### config.mk
export PLATFORM = sky130hd
export DESIGN_NAME = dram_port_arbiter
export DESIGN_NICKNAME = d
export VERILOG_FILES = /design/src/rtl/dram_port_arbiter.sv
export SDC_FILE = /design/constraint.sdc
export NUM_CORES = 1
export LEC_CHECK = 0
export ABC_AREA = 0
export CORE_AREA = 2 2 114 116
export CTS_CLUSTER_DIAMETER = 120
export DETAILED_ROUTE_END_ITERATION = 7
export DIE_AREA = 0 0 116 118
export GPL_TIMING_DRIVEN = 0
export PLACE_DENSITY = 0.71
export SETUP_SLACK_MARGIN = 0.5
export SYNTH_ARGS = -nofsm -noshare
export SYNTH_HDL_FRONTEND = slang
export SYNTH_SLANG_ARGS = --single-unit
export TNS_END_PERCENT = 5
### constraint.sdc
create_clock -name wb_clk_i -period 2.9 [get_ports wb_clk_i]
set_input_delay 0.87 -clock wb_clk_i [delete_from_list [all_inputs] [get_ports wb_clk_i]]
set_output_delay 0.87 -clock wb_clk_i [all_outputs]
set_load 0.1 [all_outputs]
### src/rtl/dram_port_arbiter.sv
// Round-robin arbiter sharing the data SRAM port 0 between the core
// and the caravel Wishbone slave; each access is CMD -> SRAM edge -> RESP.
module dram_port_arbiter #(
  parameter logic [31:0] BASE_ADDR = 32'h3000_4000,
  parameter int RAM_ADDR_WIDTH_WORDS = 9
) (
  input  logic        wb_clk_i,
  input  logic        rstn,
  input  logic        wb_excl,
  input  logic        cpu_stb,
  input  logic [3:0]  cpu_we,
  input  logic [31:0] cpu_addr,
  input  logic [31:0] cpu_wdata,
  output logic [31:0] cpu_rdata,
  output logic        cpu_ack,
  output logic        cpu_err,
  input  logic        wbs_stb_i,
  input  logic        wbs_cyc_i,
  input  logic        wbs_we_i,
  input  logic [3:0]  wbs_sel_i,
  input  logic [31:0] wbs_adr_i,
  input  logic [31:0] wbs_dat_i,
  output logic        wbs_ack_o,
  output logic [31:0] wbs_dat_o,
  output logic        ram_clk0,
  output logic        ram_csb0,
  output logic        ram_web0,
  output logic [3:0]  ram_wmask0,
  output logic [RAM_ADDR_WIDTH_WORDS-1:0] ram_addr0,
  output logic [31:0] ram_din0,
  input  logic [31:0] ram_dout0
);

  localparam int AW = RAM_ADDR_WIDTH_WORDS;
  localparam logic [31:0] WIN_MASK =
    ~((32'd4 << AW) - 32'd1);

  typedef enum logic [1:0] {
    IDLE, CMD, RESP, ERR
  } state_t;

  state_t state;
  logic   last_cpu;
  logic   owner_cpu;
  logic   aborted;

  logic cpu_req;
  logic wb_req;
  logic cpu_hit;
  logic cpu_wins;
  logic serve_live;
  logic resp_ok;
  logic unused_bits;

  assign cpu_req  = cpu_stb & ~wb_excl;
  assign wb_req   = wbs_stb_i & wbs_cyc_i;
  assign cpu_hit  = (cpu_addr & WIN_MASK) == BASE_ADDR;
  // A tie goes to whoever was not granted last
  assign cpu_wins = cpu_req & (~wb_req | ~last_cpu);

  assign serve_live = owner_cpu ? cpu_stb : wb_req;

  always_ff @(posedge wb_clk_i or negedge rstn) begin
    if (!rstn) begin
      state      <= IDLE;
      last_cpu   <= 1'b0;
      owner_cpu  <= 1'b0;
      aborted    <= 1'b0;
      ram_csb0   <= 1'b1;
      ram_web0   <= 1'b1;
      ram_wmask0 <= 4'h0;
      ram_addr0  <= '0;
      ram_din0   <= 32'h0;
    end else begin
      unique case (state)
        IDLE: begin
          aborted <= 1'b0;
          if (cpu_wins) begin
            if (!cpu_hit) begin
              state <= ERR;
            end else begin
              state      <= CMD;
              owner_cpu  <= 1'b1;
              last_cpu   <= 1'b1;
              ram_csb0   <= 1'b0;
              ram_web0   <= ~|cpu_we;
              ram_wmask0 <= (|cpu_we) ? cpu_we : 4'hF;
              ram_addr0  <= cpu_addr[AW+1:2];
              ram_din0   <= cpu_wdata;
            end
          end else if (wb_req) begin
            state      <= CMD;
            owner_cpu  <= 1'b0;
            last_cpu   <= 1'b0;
            ram_csb0   <= 1'b0;
            ram_web0   <= ~wbs_we_i;
            ram_wmask0 <= wbs_we_i ? wbs_sel_i : 4'hF;
            ram_addr0  <= wbs_adr_i[AW+1:2];
            ram_din0   <= wbs_dat_i;
          end
        end
        CMD: begin
          ram_csb0 <= 1'b1;
          ram_web0 <= 1'b1;
          // Requester gave up; finish the SRAM cycle but drop the ack
          if (!serve_live) aborted <= 1'b1;
          state <= RESP;
        end
        RESP: state <= IDLE;
        ERR:  state <= IDLE;
        default: state <= IDLE;
      endcase
    end
  end

  assign resp_ok   = (state == RESP) & ~aborted & serve_live;
  assign cpu_ack   = resp_ok & owner_cpu;
  assign wbs_ack_o = resp_ok & ~owner_cpu;
  assign cpu_err   = (state == ERR);
  assign cpu_rdata = cpu_ack ? ram_dout0 : 32'h0;
  assign wbs_dat_o = wbs_ack_o ? ram_dout0 : 32'h0;
  assign ram_clk0  = wb_clk_i;

  assign unused_bits = ^{cpu_addr[1:0], wbs_adr_i[1:0],
                         wbs_adr_i[31:AW+2]};

endmodule
---- Yosys cells after proc, flatten, opt, wreduce, memory -nomap -nowiden ----
Cells that the tools add are included.
cells by class
  mux-type cells .......................... 30
  eq/ne operators ......................... 8
  bitwise logic cells ..................... 13
  reduce and logical (&&, ||, !) cells .... 9
operator list
  cell                                                               number
  32-bit two-way mux                                                 5
  9-bit two-way mux                                                  3
  21-bit by 19-bit == test with 1-bit output, second input constant  1
  4-bit two-way mux                                                  5
  1-bit two-way mux                                                  10
  1-bit bitwise AND                                                  7
  2-bit two-way mux                                                  3
  3-bit inequality test, second input constant                       2
  1-bit one-hot mux with 2 select lines                              3
  2-bit one-hot mux with 3 select lines                              1
  3-bit AND reduction                                                2
  1-bit inverter                                                     5
  2-bit == test, second input constant                               2
  2-bit inequality test, second input constant                       2
  2-bit nonzero test                                                 2
  4-bit OR reduction                                                 1
  2-bit by 1-bit == test with 1-bit output, second input constant    1
  2-bit zero test                                                    1
  2-bit AND reduction                                                1
  2-bit OR reduction                                                 1
  1-bit zero test                                                    1
  1-bit OR                                                           1
word-level totals
  register bits ........................... 51
  bits of input ports ..................... 175

---- Depth between registers and ports, before layout ----
Gate-level depths: netlist of run 1.
  depth in word-level cells ............... 6
  depth in mapped cells ................... 7
  gate-level depth less buffers ........... 5

==> results of run 1 <==
synth_stat cells:
| master | count | area share, % |
|---|---|---|
| and2_2 | 1 | 0.26 |
| nor4_1 | 4 | 0.87 |
| o211ai_1 | 1 | 0.26 |
| mux2_2 | 4 | 1.6 |
| dfstp_2 | 2 | 1.8 |
| buf_4 | 1 | 0.26 |
| inv_1 | 4 | 0.52 |
| or2_2 | 41 | 8.9 |
| o21bai_1 | 1 | 0.26 |
| a31o_2 | 1 | 0.30 |
| nand2_1 | 6 | 0.78 |
| a221oi_1 | 1 | 0.30 |
| nand4_2 | 1 | 0.43 |
| clkbuf_1 | 11 | 1.4 |
| o21a_1 | 1 | 0.26 |
| o221a_1 | 39 | 15 |
| o221a_2 | 2 | 0.78 |
| a21oi_1 | 1 | 0.17 |
| nor2b_1 | 1 | 0.22 |
| a211oi_1 | 1 | 0.26 |
| or4_1 | 1 | 0.26 |
| o32a_1 | 1 | 0.35 |
| nor3_1 | 5 | 0.87 |
| a31oi_1 | 5 | 1.1 |
| a21boi_0 | 1 | 0.26 |
| buf_2 | 5 | 0.87 |
| dfrtp_1 | 49 | 43 |
| and4b_1 | 1 | 0.35 |
| nand2b_1 | 1 | 0.22 |
| nor3_2 | 1 | 0.35 |
| or4b_4 | 1 | 0.48 |
| nor2_1 | 4 | 0.52 |
| buf_6 | 6 | 2.3 |
| and2_1 | 65 | 14 |
| o21ai_0 | 1 | 0.17 |
| or3b_2 | 1 | 0.30 |
sequential cells by signal, summed over array words and instances (netlist names):
register,cells
ram_din0,32
ram_addr0,9
ram_wmask0,4
state,2
aborted,1
owner_cpu,1
ram_csb0,1
ram_web0,1
worst reg2reg max path, stage by stage, from the launching register on:
cell and delay [ns]:
dfrtp_1 0.49, a31o_2 0.30, buf_6 0.13, or4_4 0.43, buf_12 0.17, buf_8 0.14, o221a_1 0.23
metal layers:
metal	up-vias	track usage (%)
li1	1548	-
met1	1563	18.9
met2	178	35.8
met3	26	6.02
met4	0	7.59
met5	-	0
stage by stage:
stage	hold WS [ns]	cells	util [%]	setup TNS, ns	power [mW]
CTS	0.479	729	57.4	-2.26	5.10
finish	0.457	731	58.2	-0.406	5.08
detailed placement	0.498	709	48.3	-98.09	4.20
global placement	0.490	708	48.2	-124.56	4.18
global route	0.500	731	58.2	-2.26	5.25
floorplan	0.530	272	-	0	3.32
cells by family (layout without fill, tap and decap cells):
| family | after synthesis | after routing |
|---|---|---|
| buf+inv | 27 | 313 |
| compound gates | 56 | 56 |
| simple gates | 134 | 134 |
| other cells | 0 | 1 |
| mux | 4 | 4 |
| flops | 51 | 51 |
where the power goes:
part	switching [mW]	leakage, nW	internal [mW]
combinational	2.14	2.20	0.824
sequential	0.139	0.563	0.948
clock	0.423	0.123	0.610
repair_timing:
| action | 4_1_cts | 5_1_grt |
|---|---|---|
| endpoints found under the setup margin | 162 | 115 |
| hold buffers | 0 | 0 |
| pin swaps | 35 | 49 |
| cloned | 6 | 0 |
| buffers inserted | 5 | 1 |
| gates resized for setup | 783 | 31 |
worst paths after layout:
path	slack (ns)	end	from
max in group asynchronous	1.82	ram_csb0$_DFFE_PN1P_	rstn
min reg2reg	0.51	ram_wmask0[1]$_DFFE_PN0P_	ram_wmask0[1]$_DFFE_PN0P_
min in group wb_clk_i	0.51	ram_wmask0[1]$_DFFE_PN0P_	ram_wmask0[1]$_DFFE_PN0P_
max reg2reg	0.90	ram_din0[19]$_DFFE_PN0P_	owner_cpu$_DFFE_PN0P_
min	0.46	ram_din0[2]$_DFFE_PN0P_	rstn
max	-0.03	wbs_dat_o[6]	state[1]$_DFFE_PN0P_
final cells by class:
type	instances	area share, %
Inverter	4	0.208
Tap cell	172	2.98
Multi-Input combinational cell	194	23.8
Sequential cell	51	17.7
Clock buffer	9	3.12
Buffer	23	4.17
Clock inverter	1	0.104
Timing Repair Buffer	276	47.9
Antenna cell	1	0.0346
==> flow_metrics.py, run 1 <==
metrics = {
    "status": {
        "status": "finished, violations left",
        "violations": "negative setup slack",
    },
    "setup_path": {
        "cp.required_ns": 2.03,
        "worstPathBufferInverterCount": 4,
        "endpoint_kind": "output port",
        "crit_cells": 7,
        "arrival_ns": 2.06,
        "start_kind": "register",
        "cp_max_fo": 5,
        "r2r.worst_path.cells": 6,
        "cp_cell_sequence": "clkbuf_8, or3b_4, nor3_4, buf_6, clkbuf_16, and2_4, buf_12",
        "crit_type": "register to output port",
        "max_stage_delay_ns": 0.40,
        "slowest_stage": "or3b_4",
        "critPathTopFamily": "simple AND/OR/NAND/NOR gates",
    },
    "routing": {
        "drt-initial-drc-count": 132,
        "first_pass_iters": 6,
        "met1_length_mm": 4.61,
        "met3_length_mm": 1.19,
        "dr_total_vias": 3315,
        "via_per_inst": 4.53,
        "ant_nets": 0,
        "route.detailed.drc": 0,
        "met2_length_mm": 7.00,
        "detail_route.wl_per_cell_um": 18.1,
        "drt_wl_total_mm": 13.2,
        "top_layer": "met4",
    },
    "die": {
        "die_height_um": 118,
        "die-area_um2": 13700,
        "core_um2": 12400,
        "core.rowCount": 41,
        "chipWidth_um": 116,
        "pin_count": 290,
        "start_util_pct": 23.2,
    },
    "synthesis": {
        "synth_top_family_by_area": "simple AND/OR/NAND/NOR gates",
        "ys_seq_elements": 51,
        "syn_inst": 272,
        "synth-xor-area-share_pct": 0,
        "synth_fa_ha_area_share_pct": 0,
        "yosysUniqueCellTypes": 36,
        "avgSynthCellArea_um2": 10.6,
        "synth_compound_area_share_pct": 19.7,
        "synth_mux_area_share_pct": 1.56,
        "yosysWarnings": 0,
        "ys_seq_area_share_pct": 44.4,
        "syn_area_um2": 2880,
        "synthSimpleGateAreaFrac_pct": 28.9,
        "synth.net_count": 447,
    },
    "min_path": {
        "hold_class": "input port to asynchronous set/reset pin",
    },
    "sta": {
        "layout_setup_ws_ns": -0.0323,
        "slew_headroom_pct": 51.0,
        "setup_viol": 21,
        "rsz0062_at_grt": "yes",
        "worst_pin_slew_ns": 0.728,
        "fmax_mhz": 341,
        "finClkSkew_ns": 0.00510,
        "slew_viol_final": 0,
        "finalCritPeriodShare_pct": 101,
        "report.final.hold_viol_count": 0,
        "fin_crit_ns": 2.93,
    },
    "power": {
        "p_leak_nw": 2.89,
        "p_per_area_nw_per_um2": 703,
        "irDropWorstVdd_mv": 1.35,
    },
    "grt": {
        "grt_pass1_wl_mm": 20.0,
        "gr-total-overflow": 0,
        "grt_pass1_vias": 3677,
        "grt_max_degree": 30,
        "grt.total_usage_pct": 19.0,
        "antenna_found_initial": 1,
    },
    "placement": {
        "port_buffers": 264,
        "hpwl_mm": 9.72,
        "place_ws_ns": -1.51,
        "place_congestion": 0.835,
        "placedInstanceArea_um2": 5990,
    },
    "layout": {
        "finalInstanceArea_um2": 7230,
        "seq_area_um2": 1280,
        "multiInputGateArea_um2": 1720,
        "final_common_cell": "clkdlybuf4s50_1",
        "final_cell_mix": "clkdlybuf4s50_1 (138), buf_12 (67), and2_4 (61), dfrtp_1 (49), clkdlybuf4s15_2 (46)",
        "area_growth_pct": 151,
        "nets": 734,
        "fill_cells": 981,
        "drive_gt1_share_pct": 52.5,
    },
    "clock_network": {
        "clkSlewWorstSetupHoldPaths_ns": 0.07,
        "tritoncts": "yes",
        "insertion_delay_ns": 0.40,
    },
    "job": {
        "max-cap-violations": 0,
    },
}
Note: power is estimated with default switching activity, not from simulation.
==> inputs of run 2 (changes only) <==
- MAX_ROUTING_LAYER: unset -> met4
- clock period: 2.9 -> 3.2 ns (I/O delays scaled with it)
==> flow_metrics.py, run 2 (synthesis results as in run 1) <==
metrics = {
    "die": {
        "chipWidth_um": 116,
        "core.rowCount": 41,
        "core_um2": 12400,
        "die-area_um2": 13700,
        "die_height_um": 118,
        "pin_count": 290,
        "start_util_pct": 23.2,
    },
    "sta": {
        "finClkSkew_ns": 0.00507,
        "finalCritPeriodShare_pct": 95.9,
        "tns_ns": 0,
        "setup_viol": 0,
        "fin_crit_ns": 3.07,
        "rsz0062_at_grt": "yes",
        "slew_headroom_pct": 32.8,
        "slew_viol_final": 0,
        "hold_slack_ns": 0.509,
        "worst_pin_slew_ns": 1.00,
        "report.final.hold_viol_count": 0,
        "fmax_mhz": 328,
    },
    "layout": {
        "fin_util_pct": 54.9,
        "nets": 732,
        "final_common_cell": "clkdlybuf4s50_1",
        "area_growth_pct": 136,
        "fill_cells": 1042,
        "diodes": 0,
        "seq_area_um2": 1280,
        "finalInstanceArea_um2": 6810,
        "multiInputGateArea_um2": 1650,
        "largest_reg_flops": 32,
        "drive_gt1_share_pct": 42.1,
        "final_cell_mix": "clkdlybuf4s50_1 (192), and2_4 (58), dfrtp_1 (49), or2_2 (41), o221a_1 (39)",
        "top_register": "ram_din0",
        "top_regs": "ram_din0 x32, ram_addr0 x9, ram_wmask0 x4",
    },
    "grt": {
        "antenna_found_initial": 0,
        "gr-total-overflow": 0,
        "grt.total_usage_pct": 18.8,
        "grt_max_degree": 28,
        "grt_pass1_wl_mm": 19.4,
        "grt_pass1_vias": 3532,
    },
    "setup_path": {
        "crit_type": "clock port to output port",
        "arrival_ns": 2.11,
        "start_kind": "clock port",
        "rr_startpoint": "state[1]$_DFFE_PN0P_",
        "cp_max_fo": 2,
        "cp.required_ns": 2.24,
        "endpoint_kind": "output port",
        "worstSetupStartpoint": "wb_clk_i",
    },
    "status": {
        "status": "finished clean",
    },
    "power": {
        "clockPowerShare_pct": 20.1,
        "p_comb_share_pct": 58.7,
        "total_power_mw": 4.61,
        "switching_share_pct": 52.9,
        "p_sw_mw": 2.44,
        "p_int_mw": 2.17,
        "p_leak_nw": 2.73,
        "power_frac_seq_pct": 21.2,
        "irDropWorstVdd_mv": 0.462,
        "p_per_area_nw_per_um2": 677,
    },
    "routing": {
        "ant_nets": 0,
        "route.detailed.drc": 0,
        "via_per_inst": 4.54,
        "first_pass_iters": 4,
        "dr_total_vias": 3317,
        "detail_route.wl_per_cell_um": 17.4,
        "drt_wl_total_mm": 12.7,
        "drt-initial-drc-count": 102,
    },
    "clock_network": {
        "cts_hold_buf": 0,
        "insertion_delay_ns": 0.40,
        "tritoncts": "yes",
        "clkSlewWorstSetupHoldPaths_ns": 0.07,
    },
    "job": {
        "max-cap-violations": 0,
    },
    "placement": {
        "place_congestion": 0.796,
        "hpwl_mm": 9.55,
        "placedInstanceArea_um2": 5970,
        "port_buffers": 264,
    },
    "min_path": {
        "hold_class": "register to register",
        "hp-start": "ram_wmask0[1]$_DFFE_PN0P_",
    },
}
## run 2: critical path, stage by stage
cell and delay, ns:
clkbuf_16 0.12, clkbuf_16 0.13, buf_6 0.11, buf_12 0.15
## run 2: layout make-up
type,count,share of cell area (%)
tap,172,3.16
multi-input combinational,195,24.2
clock inverter,3,0.331
sequential,51,18.8
clock buffer,9,3.23
inverter,4,0.220
timing repair buffer,273,46.4
buffer,23,3.65
## run 2: power by group through the flow
stage	clock, mW	combinational, mW	sequential (mW)
after floorplan	0.118	0.432	2.46
after global placement	0.140	2.65	0.984
after detailed placement	0.140	2.67	0.990
after CTS	0.946	2.72	0.983
after global routing	0.985	2.78	1.01
final	0.927	2.70	0.979
## run 2: layer usage
| metal | vias to the layer above | GRT usage (%) | routed length [um] | share of wire, % |
|---|---|---|---|---|
| li1 | 1547 | - | - | - |
| met1 | 1572 | 19.7 | 4580 | 36 |
| met2 | 172 | 33.1 | 6640 | 52 |
| met3 | 26 | 4.94 | 1140 | 9.0 |
| met4 | 0 | 7.51 | 361 | 2.8 |
| met5 | - | - | 0 | 0 |
## run 2: final timing paths
check | to | slack, ns | depth (start not counted)
max | ram_clk0 | 0.13 | 4
min | ram_wmask0[1]$_DFFE_PN0P_ | 0.51 | 1
max reg2reg | ram_din0[31]$_DFFE_PN0P_ | 0.99 | 7
min reg2reg | ram_wmask0[1]$_DFFE_PN0P_ | 0.51 | 1
max in group asynchronous | ram_din0[28]$_DFFE_PN0P_ | 2.06 | 2
min in group asynchronous | ram_din0[0]$_DFFE_PN0P_ | 0.57 | 1
## run 2: repair_timing
| item | CTS | global route |
|---|---|---|
| endpoints found under the setup margin | 162 | 162 |
| buffers inserted | 4 | 0 |
| cloned | 6 | 0 |
| pin swaps | 5 | 1 |
| gates resized for setup | 584 | 6 |
## run 2: per-stage QoR
stage	setup WS, ns	std cells
after floorplan	0.386	272
after global placement	-1.36	708
after detailed placement	-1.37	709
after CTS	0.128	730
after global routing	0.0918	730
final	0.132	730
==> inputs of run 3 (changes only) <==
- CORE_AREA: 2 2 114 116 -> 3 3 112 114
- CTS_BUF_LIST: unset -> sky130_fd_sc_hd__clkbuf_16
- DIE_AREA: 0 0 116 118 -> 0 0 115 117
- PLACE_DENSITY: 0.71 -> 0.74
==> flow_metrics.py, run 3 (synthesis results as in run 1) <==
metrics = {
    "layout": {
        "diodes": 0,
        "fill_cells": 889,
        "largest_reg_flops": 32,
        "seq_area_um2": 1280,
        "multiInputGateArea_um2": 1660,
        "nets": 733,
        "final_common_cell": "clkdlybuf4s50_1",
        "final_cell_mix": "clkdlybuf4s50_1 (190), buf_12 (60), and2_4 (58), dfrtp_1 (49), or2_2 (41)",
        "area_growth_pct": 141,
        "top_register": "ram_din0",
        "top_regs": "ram_din0 x32, ram_addr0 x9, ram_wmask0 x4",
        "drive_gt1_share_pct": 42.2,
    },
    "status": {
        "status": "finished clean",
    },
    "setup_path": {
        "endpoint_kind": "output port",
        "r2r_slack_ns": 0.99,
        "start_kind": "clock port",
        "r2r.worst_path.cells": 7,
        "arrival_ns": 2.11,
        "cp_max_fo": 2,
        "cp_cell_sequence": "clkbuf_16, clkbuf_16, buf_6, buf_12",
        "critPathTopFamily": "buffers and inverters",
        "worstPathBufferInverterCount": 4,
        "rr_endpoint": "ram_din0[18]$_DFFE_PN0P_",
        "slowest_stage": "buf_12",
        "path_common_cell": "clkbuf_16",
        "max_stage_delay_ns": 0.15,
        "crit_type": "clock port to output port",
        "cp.required_ns": 2.24,
        "rr_startpoint": "state[1]$_DFFE_PN0P_",
    },
    "grt": {
        "grt_pass1_vias": 3594,
        "grt.total_usage_pct": 19.2,
        "grt_pass1_wl_mm": 19.4,
        "grt_max_degree": 31,
        "gr-total-overflow": 0,
        "antenna_found_initial": 0,
    },
    "routing": {
        "first_pass_iters": 4,
        "drt_wl_total_mm": 12.9,
        "ant_nets": 0,
        "drt-initial-drc-count": 112,
        "route.detailed.drc": 0,
        "dr_total_vias": 3297,
        "detail_route.wl_per_cell_um": 18.4,
        "via_per_inst": 4.70,
    },
    "sta": {
        "worst_pin_slew_ns": 1.02,
        "layout_setup_ws_ns": 0.129,
        "report.final.hold_viol_count": 0,
        "slew_viol_final": 0,
        "rsz0062_at_grt": "yes",
        "slew_headroom_pct": 32.0,
        "finClkSkew_ns": 0.00347,
        "setup_viol": 0,
        "tns_ns": 0,
    },
    "placement": {
        "hpwl_mm": 9.70,
        "place_congestion": 0.822,
        "place_ws_ns": -1.41,
        "port_buffers": 264,
    },
    "power": {
        "irDropWorstVdd_mv": 0.591,
        "power_frac_seq_pct": 21.0,
        "clockPowerShare_pct": 20.9,
        "total_power_mw": 4.68,
        "p_per_area_nw_per_um2": 673,
        "p_int_mw": 2.25,
        "p_sw_mw": 2.43,
        "p_leak_nw": 2.77,
        "switching_share_pct": 51.9,
        "p_comb_share_pct": 58.2,
    },
    "die": {
        "start_util_pct": 25.0,
        "chipWidth_um": 115,
        "core.rowCount": 39,
        "pin_count": 290,
        "die_height_um": 117,
        "core_um2": 11500,
        "die-area_um2": 13500,
    },
    "clock_network": {
        "tritoncts": "yes",
        "cts_hold_buf": 0,
        "insertion_delay_ns": 0.40,
        "clkSlewWorstSetupHoldPaths_ns": 0.07,
    },
    "min_path": {
        "worst_hold_path.endpoint": "ram_csb0$_DFFE_PN1P_",
        "holdPathStages": 2,
        "hp-start": "ram_csb0$_DFFE_PN1P_",
        "hold_class": "register to register",
    },
    "job": {
        "max-cap-violations": 0,
    },
}
run 3: final cells by class:
| cell class | instances | area share (%) |
|---|---|---|
| Buffer | 23 | 3.58 |
| Clock buffer | 9 | 3.17 |
| Clock inverter | 3 | 0.631 |
| Inverter | 4 | 0.216 |
| Multi-Input combinational cell | 195 | 23.8 |
| Sequential cell | 51 | 18.4 |
| Tap cell | 143 | 2.58 |
| Timing Repair Buffer | 274 | 47.6 |
run 3: worst reg2reg max path, cell delays in order, from the launching register on:
cell and delay (ns):
dfrtp_1 0.37, clkbuf_8 0.13, buf_4 0.15, a211oi_1 0.38, nand2_1 0.33, clkbuf_1 0.29, or2_2 0.33, o221a_1 0.12
run 3: timing repair:
item | CTS | global route
gates cloned | 6 | 0
resized for setup | 616 | 4
setup endpoints to repair | 161 | 162
setup buffers | 5 | 0
pin swaps | 4 | 1
hold endpoints to repair | 0 | 0
run 3: worst max-delay path by stage:
stage	start	cells past startpoint	slack [ns]	endpoint
5_1_grt	state[1]$_DFFE_PN0P_	7	0.11	wbs_dat_o[30]
4_1_cts	wb_clk_i	4	0.12	ram_clk0
3_5_place_dp	wbs_stb_i	6	-1.41	wbs_dat_o[19]
6_report	wb_clk_i	4	0.13	ram_clk0
3_3_place_gp	wbs_cyc_i	6	-1.39	wbs_dat_o[19]
2_1_floorplan	wbs_stb_i	4	0.39	wbs_dat_o[22]
run 3: per-stage QoR:
| stage | utilization, % | hold slack [ns] | instances | area (um2) |
|---|---|---|---|---|
| 6_report | 60.3 | 0.502 | 702 | 6950 |
| 5_1_grt | 60.3 | 0.537 | 702 | 6950 |
| 2_1_floorplan | - | 0.522 | 272 | 3100 |
| 4_1_cts | 60.4 | 0.504 | 702 | 6950 |
| 3_5_place_dp | 51.5 | 0.493 | 680 | 5940 |
| 3_3_place_gp | 51.4 | 0.493 | 679 | 5920 |
run 3: power groups by stage:
stage	Sequential [mW]	Clock (mW)	Combinational, mW
floorplan	2.46	0.118	0.432
global route	1.01	1.03	2.80
CTS	0.980	0.998	2.73
detailed placement	0.985	0.140	2.68
finish	0.980	0.976	2.72
global placement	0.980	0.140	2.66
run 3: routing by layer:
layer | GRT usage, % | vias up | share of wire (%)
li1 | - | 1549 | -
met1 | 20.7 | 1556 | 38
met2 | 34.5 | 176 | 53
met3 | 4.73 | 16 | 6.9
met4 | 6.73 | 0 | 2.2
met5 | - | - | 0
